===== src/rtl/iter_shifter_pkg.sv =====
// Shared encodings for the shift/rotate units and decode logic.
package iter_shifter_pkg;

  localparam int unsigned DATA_W = 16;
  localparam int unsigned CNT_W  = 4;
  localparam int unsigned OP_W   = 2;

  typedef enum logic [OP_W-1:0] {
    OP_ROL = 2'b00,
    OP_SLL = 2'b01,
    OP_ROR = 2'b10,
    OP_SRL = 2'b11
  } op_e;

  typedef enum logic [1:0] {
    IDLE  = 2'b00,
    SHIFT = 2'b01,
    DONE  = 2'b10
  } state_e;

endpackage


===== src/rtl/iter_shifter_step.sv =====
// One iteration of the shifter: shift or rotate by 1 or 2 positions.
module shift_step
  import iter_shifter_pkg::*;
(
  input  logic [DATA_W-1:0] Data,
  input  logic [OP_W-1:0]   Op,
  input  logic              By2,
  output logic [DATA_W-1:0] Out
);

  always_comb begin
    Out = Data;
    case (op_e'(Op))
      OP_ROL:  Out = By2 ? {Data[13:0], Data[15:14]} : {Data[14:0], Data[15]};
      OP_SLL:  Out = By2 ? {Data[13:0], 2'b00}       : {Data[14:0], 1'b0};
      OP_ROR:  Out = By2 ? {Data[1:0], Data[15:2]}   : {Data[0], Data[15:1]};
      OP_SRL:  Out = By2 ? {2'b00, Data[15:2]}       : {1'b0, Data[15:1]};
      default: Out = Data;
    endcase
  end

endmodule


===== src/rtl/iter_shifter.sv =====
// Multi-cycle 16-bit shift/rotate unit retiring up to 2 bit positions per cycle,
// with valid/ready handshakes on input and output.
module iter_shifter
  import iter_shifter_pkg::*;
(
  input  logic              clk,
  input  logic              rst,
  input  logic [DATA_W-1:0] In,
  input  logic [CNT_W-1:0]  Cnt,
  input  logic [OP_W-1:0]   Op,
  input  logic              in_valid,
  output logic              in_ready,
  output logic [DATA_W-1:0] Out,
  output logic              out_valid,
  input  logic              out_ready
);

  state_e            state_q, state_d;
  logic [DATA_W-1:0] data_q, data_d;
  logic [CNT_W-1:0]  rem_q, rem_d;
  logic [OP_W-1:0]   op_q, op_d;
  logic              in_ready_q, in_ready_d;
  logic              out_valid_q, out_valid_d;
  logic [DATA_W-1:0] step_out;

  shift_step u_step (
    .Data (data_q),
    .Op   (op_q),
    .By2  (rem_q >= CNT_W'(2)),
    .Out  (step_out)
  );

  always_comb begin
    state_d = state_q;
    data_d  = data_q;
    rem_d   = rem_q;
    op_d    = op_q;
    case (state_q)
      IDLE: begin
        if (in_valid) begin
          data_d  = In;
          rem_d   = Cnt;
          op_d    = Op;
          state_d = (Cnt == '0) ? DONE : SHIFT;
        end
      end
      SHIFT: begin
        data_d = step_out;
        rem_d  = (rem_q >= CNT_W'(2)) ? rem_q - CNT_W'(2) : '0;
        if (rem_d == '0) state_d = DONE;
      end
      DONE: begin
        if (out_ready) state_d = IDLE;
      end
      default: state_d = IDLE;
    endcase
    // Handshake flags follow the next state so they are plain flop outputs.
    in_ready_d  = (state_d == IDLE);
    out_valid_d = (state_d == DONE);
  end

  always_ff @(posedge clk or posedge rst) begin
    if (rst) begin
      state_q     <= IDLE;
      data_q      <= '0;
      rem_q       <= '0;
      op_q        <= '0;
      in_ready_q  <= 1'b1;
      out_valid_q <= 1'b0;
    end else begin
      state_q     <= state_d;
      data_q      <= data_d;
      rem_q       <= rem_d;
      op_q        <= op_d;
      in_ready_q  <= in_ready_d;
      out_valid_q <= out_valid_d;
    end
  end

  assign in_ready  = in_ready_q;
  assign out_valid = out_valid_q;
  assign Out       = data_q;

endmodule


===== config.mk =====
export PLATFORM = sky130hd
export DESIGN_NAME = iter_shifter
export DESIGN_NICKNAME = d
export VERILOG_FILES = /design/src/rtl/iter_shifter_pkg.sv /design/src/rtl/iter_shifter_step.sv /design/src/rtl/iter_shifter.sv
export SDC_FILE = /design/constraint.sdc
export NUM_CORES = 1
export LEC_CHECK = 0
export ABC_AREA = 1
export BUFFER_PORTS_ARGS = -buffer_cell sky130_fd_sc_hd__buf_4
export CAP_MARGIN = 20
export CORE_MARGIN = 2
export CORE_UTILIZATION = 35
export CTS_BUF_LIST = sky130_fd_sc_hd__clkbuf_2
export CTS_CLUSTER_SIZE = 8
export DETAILED_ROUTE_END_ITERATION = 10
export SLEW_MARGIN = 20
export SYNTH_ARGS = -nofsm -noshare
export SYNTH_HDL_FRONTEND = slang
export SYNTH_SLANG_ARGS = --single-unit
export TNS_END_PERCENT = 30

===== constraint.sdc =====
create_clock -name clk -period 4 [get_ports clk]
set_input_delay 0.8 -clock clk [delete_from_list [all_inputs] [get_ports clk]]
set_output_delay 0.8 -clock clk [all_outputs]
set_load 0.01 [all_outputs]

### Word-level counts from Yosys, hierarchy flattened

Index checks and enable logic that the tools add are counted.

* bits in registers: 26
* logic and storage cells: 38

* $add $sub $neg: 1
* magnitude comparators: 1
* equal/unequal tests: 7
* muxes and demuxes: 15
* reduce and logical (&&, ||, !) cells: 8

Operator list (number)
* $mux W16: 4
* $pmux W16 S4: 1
* $pmux W16 S2: 1
* $mux W15: 1
* $eq A2 B2 Y1 const B: 4
* $logic_not A4 Y1: 2
* $mux W2: 4
* $mux W4: 2
* $pmux W4 S2: 1
* $logic_not A2 Y1: 3
* $pmux W2 S3: 1
* $eq A2 B1 Y1 const B: 2
* $ge A4 B2 Y1 const B: 1
* $reduce_and A2 Y1: 2
* $sub A4 B2 Y4 const B: 1
* $ne A2 B2 Y1 const B: 1
* $reduce_bool A2 Y1: 1

### Logic depth before layout (Yosys ltp)

* depth after elaboration: 6
* depth in mapped cells: 11
* gate-level depth less buffers: 10

### Hierarchy

Synthesis repeated with hierarchy kept, for this count alone.

* cell total of the unflattened synthesis: 262
* area total of the unflattened synthesis: 1805.5 um^2

By module, submodules not included
* iter_shifter: times used 1, cells an instance 159, area an instance 1310.0 um^2, sequential area each 651.9 um^2
* shift_step: times used 1, cells an instance 103, area an instance 495.5 um^2, sequential area each 0.0 um^2

### Least setup slack after synthesis

Ideal clock, no wire load.

* path type: input port to flip-flop
* start: in in_valid
* end: reg data_q[3], in the netlist Out[3]
* arrival: 1329 ps
* required time: 3884 ps
* setup slack: 2555 ps
* cell stages on the path: 7
* buffers on the path: 1
* cells stage by stage: nand2_2 > inv_2 > nor2_8 > buf_6 > nor2_1 > nand2_1 > nand2_1

* longest elaborated chain between the ends: 2

Ends and longest elaborated chain
* start, declared: line iter_shifter.sv:11 `input logic in_valid,`
* $ne A2 B2 Y1 (no line)
* $reduce_and A2 Y1 (no line)
* end signal, assigned: line iter_shifter.sv:72 `data_q <= data_d;`
* end, declared: line iter_shifter.sv:19 `logic [DATA_W-1:0] data_q, data_d;`

No other way between the ends.
A chain may end at the register's enable or synchronous reset.

### Worst setup path in the final report

* start: reg op_q[1]
* end: reg data_q[14], in the netlist Out[14]

* longest elaborated chain between the ends: 3
* elaborated cells on any way between the ends: 6
* those cells by class: eq/ne: 3; mux: 2; reduce/logical: 1

Ends and longest elaborated chain
* start, declared: line iter_shifter.sv:21 `logic [OP_W-1:0] op_q, op_d;`
* start signal, assigned: line iter_shifter.sv:74 `op_q <= op_d;`
* $eq A2 B2 Y1, or another cell as far along: line iter_shifter_step.sv:13 `case (op_e'(Op))`
* $pmux W16 S4 (*): line iter_shifter_step.sv:13
* $pmux W16 S2 (*): line iter_shifter.sv:38 `case (state_q)`

Mark *: on every way between the ends. The rest lies on a longest branch, timed or not.

==> flow_metrics.env <==
export IMPL_slew_headroom=0.606
export IMPL_cp_slowest_cell="dfrtp_1"
export IMPL_htree_levels=1
export IMPL_synth_seq_cells=26
export IMPL_fin_worst_skew_ns=0.0227
export IMPL_vias=1865
export IMPL_drc=0
export IMPL_worst_slack_ns=2.10
export IMPL_syn_area_um2=1830
export IMPL_max_clock_path_buffers=2
export IMPL_ys_warn_count=0
export IMPL_ir_drop_v=0.000333
export IMPL_dpl_cell_count=377
export IMPL_routed_wl_um=4660
export IMPL_grt_pass1_vias=1716
export IMPL_worst_endpoint_required_ns=4.31
export IMPL_worstReg2RegEnd="Out[14]"
export IMPL_post_route_period_util=0.476
export IMPL_fin_hold_ws_ns=0.444
export IMPL_synth_compound_area_share=0.0308
export IMPL_synth_net_count=304
export IMPL_finalPower_mw=1.88
export IMPL_synth_top_family_by_area="simple AND/OR/NAND/NOR gates"
export IMPL_syn_area_per_cell_um2=6.59
export IMPL_place_ws_ns=2.10
export IMPL_path_class="register to register"
export IMPL_min_path_type="primary input to asynchronous set/reset pin"
export IMPL_drv_slew=0
export IMPL_fin_area_um2=2160
export IMPL_cts_hold_buf=0
export IMPL_finalCriticalPeriod_ns=1.90
export IMPL_cts_sinks=26
export IMPL_end_kind="register"
export IMPL_worstRegToRegCells=6
export IMPL_dr_pass1_iters=4
export IMPL_cts_setup_buffers=0
export IMPL_clock_latency_ns=0.37
export IMPL_grt_first_pass_wirelength_um=7940
export IMPL_cts_root_buf="clkbuf_2"
export IMPL_crit_end="Out[14]"
export IMPL_portBuffers=43
export IMPL_rsz0062_at_grt="no"
export IMPL_ant_nets=0
export IMPL_gr_total_overflow=0
export IMPL_viasPerCell=4.90
export IMPL_run_status="complete, no violations"
export IMPL_synthDistinctLibCells=24
export IMPL_path_max_fanout=17
export IMPL_num_antenna_cells=0
export IMPL_yosys_area_share_simple=0.491
export IMPL_p_leak_nw=1.16
export IMPL_drive_above_1_share=0.196
export IMPL_placed_area_um2=2140
export IMPL_setup_viol=0
export IMPL_clock_fmax_mhz=526
export IMPL_muxShareOfSynthArea=0
export IMPL_critical_path_cell_chain="clkinv_1, nor2_1, nand3_1, nand3_1, nand2_1, nand2_1"
export IMPL_tns_ns=0
export IMPL_cellPowerDensity_nw_per_um2=869
export IMPL_ys_seq_area_frac=0.357
export IMPL_layout_commonest_cell="nand2_1"
export IMPL_fillers=588
export IMPL_ioPinCount=44
export IMPL_grt_max_degree=37
export IMPL_fp_dieW_um=76.2
export IMPL_max_cap_violations=0
export IMPL_synthAdderAreaFrac=0.00685
export IMPL_hold_viol=0
export IMPL_ff2ff_setup_slack_ns=2.10
export IMPL_syn2layout_area_growth_pct=18.6
export IMPL_tightest_slew_ns=0.590
export IMPL_post_cts_resized=0
export IMPL_cts_buffers=3
export IMPL_grt_usage=0.163
export IMPL_r2r_start="op_q[1]"
export IMPL_gp_congestion=0.822
export IMPL_critPathLaunch="op_q[1]"
export IMPL_cp_start_kind="register"
export IMPL_final_cells=381
export IMPL_die_area_um2=5810
export IMPL_final_cell_mix="nand2_1 (78), nand3_1 (72), buf_4 (43)"
export IMPL_critPathMaxStageDelay_ns=0.74
export IMPL_cts_tree="done"
export IMPL_syn_instance_count=277
export IMPL_cts_clk_slew_worst_paths_ns=0.27
export IMPL_start_util=0.360
export IMPL_core_um2=5070
export IMPL_fp_dieH_um=76.2
export IMPL_cp_arrival_ns=2.22
export IMPL_place_hpwl_um=3330
export IMPL_antenna_found_initial=0
export IMPL_rows=26
export IMPL_synthXorXnorAreaFrac=0
export IMPL_routedWlPerCell_um=12.2
export IMPL_drt_initial_drc_count=211
export IMPL_final_util=0.427
export IMPL_final_nets=339
[how the worst min path moves through the flow]
stage                     startpoint       end  cells after the start
after floorplan             rem_q[0]  rem_q[0]                      2
after CTS                   rem_q[0]  rem_q[0]                      2
final                            rst    Out[2]                      2
after detailed placement    rem_q[0]  rem_q[0]                      2
after global placement        Out[9]    Out[9]                      2
after global routing             rst    Out[3]                      2
[layer usage]
metal,wire length (um),vias to the layer above,track usage
met2,2130,55,0.261
met1,2240,851,0.235
met4,36,0,0.0327
met5,0,-,0
li1,-,954,-
met3,254,5,0.0249
[critical path, delay by kind of cell, from the launching register on]
| kind | cells | cell delay (ns) |
|---|---|---|
| buf+inv | 1 | 0.55 |
| flops | 1 | 0.74 |
| simple gates | 5 | 0.55 |
[logic make-up after synthesis]
kind of cell    after synthesis
fa+ha+maj                     1
buf+inv                      44
compound gates                9
simple gates                197
flops                        26
[registers in the layout, summed over array words and instances, names as in the netlist]
register	count
state_q	2
op_q	2
in_ready	1
rem_q	4
Out	16
out_valid	1
[layout make-up]
cell class | instances | area (um^2) | area share
Clock buffer | 4 | 20.0 | 0.00925
Inverter | 31 | 116 | 0.0538
Multi-Input combinational cell | 207 | 966 | 0.446
Sequential cell | 26 | 652 | 0.301
Tap cell | 70 | 87.6 | 0.0405
Timing Repair Buffer | 43 | 323 | 0.149
[synth_stat cells, drive strengths merged]
cell | number | share of area
a21oi | 1 | 0.0027
buf | 13 | 0.050
clkinv | 1 | 0.0021
dfrtp | 25 | 0.34
dfstp | 1 | 0.014
ha | 1 | 0.0069
inv | 30 | 0.062
nand2 | 82 | 0.18
nand3 | 72 | 0.20
nand4 | 1 | 0.0034
nor2 | 40 | 0.11
nor3 | 2 | 0.0055
o211ai | 2 | 0.0082
o21ai | 4 | 0.011
o311ai | 1 | 0.0048
o31ai | 1 | 0.0041
[power by group]
group	leakage (nW)	total (mW)	switching [mW]	internal [mW]
clock network	0.0166	0.110	0.0833	0.0263
logic	0.830	1.24	0.784	0.455
registers	0.312	0.533	0.134	0.399
(Power assumes the default switching activity.)
